==> src/rtl/ann_feature_rx_pkg.sv <==
// Shared definitions for the ANN feature receive path.
// Holds channel/width defaults, the receive FSM state encoding and the
// C2 output map size that sets how many vectors make up one frame.
package ann_feature_rx_pkg;

  localparam int FEAT_DATA_W     = 8;
  localparam int FEAT_IN_CH      = 8;
  localparam int FEAT_FIFO_DEPTH = 4;

  // C2 feature map geometry; a valid convolution gives a 3x2 output map.
  localparam int C2_IMG_H = 5;
  localparam int C2_IMG_W = 4;
  localparam int K_DIM    = 3;
  localparam int C2_OUT_PIXELS = (C2_IMG_H - K_DIM + 1) * (C2_IMG_W - K_DIM + 1);

  typedef enum logic {
    RX_IDLE = 1'b0,
    RX_ACK  = 1'b1
  } rx_state_t;

endpackage

==> src/rtl/ann_feature_rx_if.sv <==
// Bundle of the producer handshake and the serial output stream of ann_feature_rx.
// Producer side: i_req, i_data_flat in; o_ack out. Consumer side: o_valid,
// o_data, o_ch, o_last_ch, o_last_frame out; i_ready in. Status: o_proto_err, o_fifo_level.
interface ann_feature_rx_if
  import ann_feature_rx_pkg::*;
#(
  parameter int DATA_W     = FEAT_DATA_W,
  parameter int IN_CH      = FEAT_IN_CH,
  parameter int FIFO_DEPTH = FEAT_FIFO_DEPTH
) ();

  logic                          i_req;
  logic [IN_CH*DATA_W-1:0]       i_data_flat;
  logic                          o_ack;
  logic                          o_valid;
  logic                          i_ready;
  logic signed [DATA_W-1:0]      o_data;
  logic [$clog2(IN_CH)-1:0]      o_ch;
  logic                          o_last_ch;
  logic                          o_last_frame;
  logic                          o_proto_err;
  logic [$clog2(FIFO_DEPTH):0]   o_fifo_level;

  // The receiver block itself.
  modport slave (
    input  i_req, i_data_flat, i_ready,
    output o_ack, o_valid, o_data, o_ch, o_last_ch, o_last_frame,
           o_proto_err, o_fifo_level
  );

  // The producer/consumer environment around it.
  modport master (
    output i_req, i_data_flat, i_ready,
    input  o_ack, o_valid, o_data, o_ch, o_last_ch, o_last_frame,
           o_proto_err, o_fifo_level
  );

endinterface

==> src/rtl/ann_feature_rx_vec_fifo.sv <==
// vec_fifo: single-clock FIFO of whole feature vectors with combinational head read.
// Ports: push/push_dat write the tail, pop retires the head, head shows the oldest
// entry, full/empty/level report occupancy. Caller must not push when full or pop when empty.
module vec_fifo #(
  parameter int WIDTH = 64,
  parameter int DEPTH = 4
) (
  input  logic                     clk,
  input  logic                     rst_n,
  input  logic                     push,
  input  logic [WIDTH-1:0]         push_dat,
  input  logic                     pop,
  output logic [WIDTH-1:0]         head,
  output logic                     full,
  output logic                     empty,
  output logic [$clog2(DEPTH):0]   level
);

  localparam int AW = $clog2(DEPTH);
  localparam int LW = AW + 1;

  logic [WIDTH-1:0] mem [DEPTH];
  logic [AW-1:0]    wr_ptr;
  logic [AW-1:0]    rd_ptr;

  // Storage needs no reset: occupancy alone decides what is readable.
  always_ff @(posedge clk) begin
    if (push) mem[wr_ptr] <= push_dat;
  end

  // DEPTH is a power of two, so the pointers wrap naturally.
  always_ff @(posedge clk or negedge rst_n) begin
    if (!rst_n) begin
      wr_ptr <= '0;
      rd_ptr <= '0;
      level  <= '0;
    end else begin
      if (push) wr_ptr <= wr_ptr + AW'(1);
      if (pop)  rd_ptr <= rd_ptr + AW'(1);
      case ({push, pop})
        2'b10:   level <= level + LW'(1);
        2'b01:   level <= level - LW'(1);
        default: level <= level;
      endcase
    end
  end

  assign head  = mem[rd_ptr];
  assign full  = (level == LW'(DEPTH));
  assign empty = (level == '0);

endmodule

==> src/rtl/ann_feature_rx.sv <==
// ann_feature_rx: four-phase req/ack receiver for encoder feature vectors, buffered
// and re-emitted one channel per beat on a valid/ready stream with frame markers.
// Ports: clk, rst_n (async, active-low) and the ann_feature_rx_if slave bundle.
module ann_feature_rx
  import ann_feature_rx_pkg::*;
#(
  parameter int DATA_W     = FEAT_DATA_W,
  parameter int IN_CH      = FEAT_IN_CH,
  parameter int FIFO_DEPTH = FEAT_FIFO_DEPTH,
  parameter int FRAME_VECS = C2_OUT_PIXELS
) (
  input  logic             clk,
  input  logic             rst_n,
  ann_feature_rx_if.slave  bus
);

  localparam int VEC_W = IN_CH * DATA_W;
  localparam int CH_W  = $clog2(IN_CH);
  localparam int LVL_W = $clog2(FIFO_DEPTH) + 1;
  localparam int VC_W  = (FRAME_VECS > 1) ? $clog2(FRAME_VECS) : 1;
  localparam logic [CH_W-1:0] LAST_CH  = CH_W'(IN_CH - 1);
  localparam logic [VC_W-1:0] LAST_VEC = VC_W'(FRAME_VECS - 1);

  rx_state_t        state;
  rx_state_t        state_nxt;
  logic             push;
  logic             pop;
  logic             full;
  logic             empty;
  logic             req_q;
  logic             proto_err;
  logic [VEC_W-1:0] head;
  logic [LVL_W-1:0] level;
  logic [CH_W-1:0]  ch_idx;
  logic [VC_W-1:0]  vec_cnt;
  logic             valid;
  logic             accept;
  logic             at_last_ch;

  vec_fifo #(
    .WIDTH (VEC_W),
    .DEPTH (FIFO_DEPTH)
  ) u_fifo (
    .clk      (clk),
    .rst_n    (rst_n),
    .push     (push),
    .push_dat (bus.i_data_flat),
    .pop      (pop),
    .head     (head),
    .full     (full),
    .empty    (empty),
    .level    (level)
  );

  // ---------------- receive handshake ----------------
  always_ff @(posedge clk or negedge rst_n) begin
    if (!rst_n) state <= RX_IDLE;
    else        state <= state_nxt;
  end

  // full is the pre-pop occupancy, so a pop on this edge cannot admit a push.
  always_comb begin
    state_nxt = state;
    push      = 1'b0;
    case (state)
      RX_IDLE: begin
        if (bus.i_req && !full) begin
          push      = 1'b1;
          state_nxt = RX_ACK;
        end
      end
      RX_ACK: begin
        if (!bus.i_req) state_nxt = RX_IDLE;
      end
      default: state_nxt = RX_IDLE;
    endcase
  end

  // A falling request while ack is still low means the producer withdrew a
  // request that was never acknowledged; latch it until reset.
  always_ff @(posedge clk or negedge rst_n) begin
    if (!rst_n) begin
      req_q     <= 1'b0;
      proto_err <= 1'b0;
    end else begin
      req_q <= bus.i_req;
      if (state == RX_IDLE && req_q && !bus.i_req) proto_err <= 1'b1;
    end
  end

  // ---------------- channel serializer ----------------
  assign valid      = !empty;
  assign at_last_ch = (ch_idx == LAST_CH);
  assign accept     = valid && bus.i_ready;
  assign pop        = accept && at_last_ch;

  always_ff @(posedge clk or negedge rst_n) begin
    if (!rst_n) begin
      ch_idx  <= '0;
      vec_cnt <= '0;
    end else if (accept) begin
      if (at_last_ch) begin
        ch_idx  <= '0;
        vec_cnt <= (vec_cnt == LAST_VEC) ? '0 : vec_cnt + VC_W'(1);
      end else begin
        ch_idx <= ch_idx + CH_W'(1);
      end
    end
  end

  assign bus.o_ack        = (state == RX_ACK);
  assign bus.o_valid      = valid;
  // Gated so stale storage never shows on the bus while empty.
  assign bus.o_data       = valid ? head[int'(ch_idx)*DATA_W +: DATA_W] : '0;
  assign bus.o_ch         = ch_idx;
  assign bus.o_last_ch    = valid && at_last_ch;
  assign bus.o_last_frame = valid && at_last_ch && (vec_cnt == LAST_VEC);
  assign bus.o_proto_err  = proto_err;
  assign bus.o_fifo_level = level;

endmodule

==> src/flat_wrapper.sv <==
// flat-port wrapper written by rule: the top's interface ports become plain ports
module ann_feature_rx_flat import ann_feature_rx_pkg::*;
#(
  parameter int DATA_W     = FEAT_DATA_W,
  parameter int IN_CH      = FEAT_IN_CH,
  parameter int FIFO_DEPTH = FEAT_FIFO_DEPTH,
  parameter int FRAME_VECS = C2_OUT_PIXELS
)
  (clk, rst_n, bus_i_req, bus_i_data_flat, bus_i_ready, bus_o_ack, bus_o_valid, bus_o_data, bus_o_ch, bus_o_last_ch, bus_o_last_frame, bus_o_proto_err, bus_o_fifo_level);
  ann_feature_rx_if #(.DATA_W(DATA_W), .IN_CH(IN_CH), .FIFO_DEPTH(FIFO_DEPTH)) bus_i ();
  input  logic clk;
  input  logic rst_n;
  input wire logic [$bits(bus_i.i_req)-1:0] bus_i_req;
  input wire logic [$bits(bus_i.i_data_flat)-1:0] bus_i_data_flat;
  input wire logic [$bits(bus_i.i_ready)-1:0] bus_i_ready;
  output wire logic [$bits(bus_i.o_ack)-1:0] bus_o_ack;
  output wire logic [$bits(bus_i.o_valid)-1:0] bus_o_valid;
  output wire logic [$bits(bus_i.o_data)-1:0] bus_o_data;
  output wire logic [$bits(bus_i.o_ch)-1:0] bus_o_ch;
  output wire logic [$bits(bus_i.o_last_ch)-1:0] bus_o_last_ch;
  output wire logic [$bits(bus_i.o_last_frame)-1:0] bus_o_last_frame;
  output wire logic [$bits(bus_i.o_proto_err)-1:0] bus_o_proto_err;
  output wire logic [$bits(bus_i.o_fifo_level)-1:0] bus_o_fifo_level;
  assign bus_i.i_req = bus_i_req;
  assign bus_i.i_data_flat = bus_i_data_flat;
  assign bus_i.i_ready = bus_i_ready;
  assign bus_o_ack = bus_i.o_ack;
  assign bus_o_valid = bus_i.o_valid;
  assign bus_o_data = bus_i.o_data;
  assign bus_o_ch = bus_i.o_ch;
  assign bus_o_last_ch = bus_i.o_last_ch;
  assign bus_o_last_frame = bus_i.o_last_frame;
  assign bus_o_proto_err = bus_i.o_proto_err;
  assign bus_o_fifo_level = bus_i.o_fifo_level;
  ann_feature_rx #(.DATA_W(DATA_W), .IN_CH(IN_CH), .FIFO_DEPTH(FIFO_DEPTH), .FRAME_VECS(FRAME_VECS)) u_core (.clk(clk), .rst_n(rst_n), .bus(bus_i));
endmodule
==> config.mk <==
export PLATFORM = sky130hd
export DESIGN_NAME = ann_feature_rx_flat
export DESIGN_NICKNAME = d
export VERILOG_FILES = /design/src/rtl/ann_feature_rx_pkg.sv /design/src/rtl/ann_feature_rx_if.sv /design/src/rtl/ann_feature_rx_vec_fifo.sv /design/src/rtl/ann_feature_rx.sv /design/src/flat_wrapper.sv
export SDC_FILE = /design/constraint.sdc
export NUM_CORES = 1
export LEC_CHECK = 0
export ABC_AREA = 1
export CORE_MARGIN = 2
export CORE_UTILIZATION = 45
export DETAILED_ROUTE_END_ITERATION = 6
export SLEW_MARGIN = 20
export SYNTH_ARGS = -nofsm -noshare
export SYNTH_HDL_FRONTEND = slang
export SYNTH_SLANG_ARGS = --single-unit
==> constraint.sdc <==
create_clock -name clk -period 10 [get_ports clk]
set_input_delay 2 -clock clk [delete_from_list [all_inputs] [get_ports clk]]
set_output_delay 2 -clock clk [all_outputs]
set_load 0.01 [all_outputs]
==> reports/qor.yml <==
dp_hpwl_um: 14400
io_buffer_count: 86
finalSetupViolCount: 0
ys_warn_count: 0
cp-start-kind: "flip-flop"
drcViolationCount: 0
first_global_vias: 6910
clk_latency_ns: 0.54
slew_viol_final: 0
reg2reg_depth: 10
grtUsageTotal: 0.197
tritoncts: "yes"
cts_max_path_buffers: 3
utilization: 0.536
grt_pass1_wl_um: 39600
regToRegSetupSlack_ns: 7.38
crit_fanout: 70
synth_nets: 1026
max_freq_mhz: 162
ctsRootBufferMaster: "clkbuf_16"
ant_nets: 0
power_density_nw_per_um2: 295
grt_max_degree: 77
initial_utilization: 0.460
ir_worst_vdd_uv: 186
h-tree-depth: 1
hold_path_class: "reg -> reg"
worst_setup_path_end_kind: "output pin"
rows: 57
post_cts_buffers: 0
wl_met1_um: 11100
fp.dieH_um: 162
area_growth_pct: 16.6
dieArea_sq_um: 26200
tns_ns: 0
finalNetCount: 1100
tightest_slew_ns: 1.03
wirelength_um: 25400
drt-initial-drc-count: 650
ys_ff_latch: 272
hold_start: "u_core.bus.o_proto_err"
routed.top_layer: "met4"
cts_hold_buf: 0
core_sq_um: 24400
hold_end: "u_core.bus.o_proto_err"
viasPerCell: 5.17
cp_data_arrival_time_ns: 4.17
period_needed_ns: 6.17
met3_length_um: 1370
clock-sinks: 272
timing.rr.start: "u_core.bus.o_ch[1]"
first_pass_iters: 5
reg2reg_to: "u_core.u_fifo.level[2]"
rsz0062_at_grt: "no"
period_share: 0.617
synth_cells: 950
netlist_area_sq_um: 11200
cap_viol_max_count: 0
relSlewSlack: 0.316
p_leak_nw: 4.80
critPathKind: "reg -> out"
dr_wl_met2_um: 12300
antenna_found_initial: 0
layout-drive-gt1-share: 0.0564
hold_depth: 1
post_drt_wl_per_cell_um: 18.6
hold_viol_final: 0
syn_avg_cell_area_sq_um: 11.8
required_ns: 8.00
gr-total-overflow: 0
fill_cells: 2101
gp_congestion: 0.746
via_count: 7080
cts_made_buffers: 28
io_pins: 87
die_width_um: 162
synth_cell_types: 28
ys_seq_area_frac: 0.721
outcome: "completed"
cts-resized-gates: 0
antennaDiodeCount: 0
worst_clock_skew_ns: 0.0171
cts.clk_slew.worst_paths_ns: 0.06
registers in the layout (all words and copies together) (netlist names):
name,count
u_core.bus.o_ack,1
u_core.bus.o_ch,3
u_core.bus.o_proto_err,1
u_core.req_q,1
u_core.u_fifo.level,3
u_core.u_fifo.mem,256
u_core.u_fifo.rd_ptr,2
u_core.u_fifo.wr_ptr,2
u_core.vec_cnt,3
worst max path at each step:
stage                     depth (start not counted)                       to  slack [ns]                    start
final                                            11            bus_o_data[2]        3.83  u_core.u_fifo.rd_ptr[0]
after global routing                             11            bus_o_data[2]        3.59  u_core.u_fifo.rd_ptr[0]
after CTS                                        11            bus_o_data[1]        3.86  u_core.u_fifo.rd_ptr[0]
after detailed placement                         11            bus_o_data[1]        4.44  u_core.u_fifo.rd_ptr[0]
after global placement                           11            bus_o_data[1]        4.46  u_core.u_fifo.rd_ptr[0]
after floorplan                                   2  u_core.u_fifo.mem[0][0]        4.59                bus_i_req
cell families after synthesis:
kind of cell	after synthesis	share of synthesized area
DFF	272	0.721
AOI/OAI and AO/OA	35	0.0173
and+or+nand+nor	554	0.206
buffers and inverters	75	0.0407
adders and majority gates	8	0.00960
xor gates and xnor gates	6	0.00469
final cells by class:
type,count,area [sq um],area share
inverter,22,86.3,0.00660
clock buffer,42,774,0.0592
sequential,272,8090,0.619
timing repair buffer,97,943,0.0722
multi-input combinational,603,2700,0.206
tap,324,405,0.0310
clock inverter,10,73.8,0.00565
routing by layer:
| layer | global-route usage | up-vias |
|---|---|---|
| li1 | - | 3440 |
| met1 | 0.273 | 3401 |
| met2 | 0.326 | 198 |
| met3 | 0.0281 | 41 |
| met4 | 0.0579 | 0 |
| met5 | 0 | - |
layout by cell type (no fill, tap or decap):
cell	count
nand2_1	320
edfxtp_1	256
nand3_1	173
clkdlybuf4s50_1	86
nor2_1	53
clkbuf_16	29
o21ai_0	22
inv_1	17
dfrtp_1	14
clkbuf_1	13
buf_4	11
ha_1	7
clkinv_1	6
clkinv_2	5
a21oi_1	5
o21ai_1	5
nor2_4	5
xor2_1	5
nor3_1	2
o311ai_2	1
nor3_2	1
inv_2	1
inv_4	1
xnor2_1	1
a22o_1	1
a31o_2	1
fa_1	1
clkinv_4	1
bufinv_16	1
dfrtp_4	1
dfrtp_2	1
worst max-delay path, stage by stage (launching register included):
cell and delay [ns]:
dfrtp_4 0.73, inv_4 0.58, buf_4 0.69, nand2_1 0.10
nand3_1 0.10, nand3_1 0.16, nand2_1 0.14, nand2_1 0.06
nand3_1 0.15, nand2_1 0.08, nor2_1 0.17, clkdlybuf4s50_1 0.58
cell usage after synthesis:
| cell type | instances | area, sq um |
|---|---|---|
| clkinv_1 | 2 | 7.51 |
| o21ai_1 | 5 | 25.0 |
| a21oi_1 | 5 | 25.0 |
| nand2_1 | 320 | 1200 |
| nor3_1 | 2 | 10.0 |
| inv_4 | 1 | 6.26 |
| buf_4 | 13 | 97.6 |
| xor2_1 | 5 | 43.8 |
| nor2_1 | 57 | 214 |
| dfrtp_1 | 16 | 400 |
| o21ai_0 | 22 | 110 |
| fa_1 | 1 | 20.0 |
| o311ai_2 | 1 | 16.3 |
| clkbuf_1 | 10 | 37.5 |
| edfxtp_1 | 256 | 7690 |
| inv_1 | 17 | 63.8 |
| buf_2 | 14 | 70.1 |
| a22o_1 | 1 | 8.76 |
| xnor2_1 | 1 | 8.76 |
| inv_2 | 2 | 7.51 |
| a31o_2 | 1 | 8.76 |
| nor2_4 | 1 | 11.3 |
| nor3_2 | 1 | 10.0 |
| buf_1 | 3 | 11.3 |
| nand3_1 | 173 | 866 |
| buf_12 | 1 | 20.0 |
| buf_6 | 12 | 135 |
| ha_1 | 7 | 87.6 |
power by group:
part	switching, mW	internal [mW]
combinational	0.897	0.432
clock	0.405	0.558
sequential	0.111	1.45
total	1.41	2.44
metrics by stage:
| stage | area [sq um] | setup slack, ns | power [mW] | std cells | hold slack (ns) |
|---|---|---|---|---|---|
| 2_1_floorplan | 11200 | 4.59 | 2.48 | 950 | 0.463 |
| 5_1_grt | 13100 | 3.59 | 4.09 | 1370 | 0.517 |
| 6_report | 13100 | 3.83 | 3.85 | 1370 | 0.472 |
| 3_3_place_gp | 12200 | 4.46 | 2.91 | 1318 | 0.456 |
| 3_5_place_dp | 12200 | 4.44 | 2.92 | 1318 | 0.470 |
| 4_1_cts | 13100 | 3.86 | 3.89 | 1370 | 0.484 |
No activity file was read; power rests on OpenSTA's default activity.
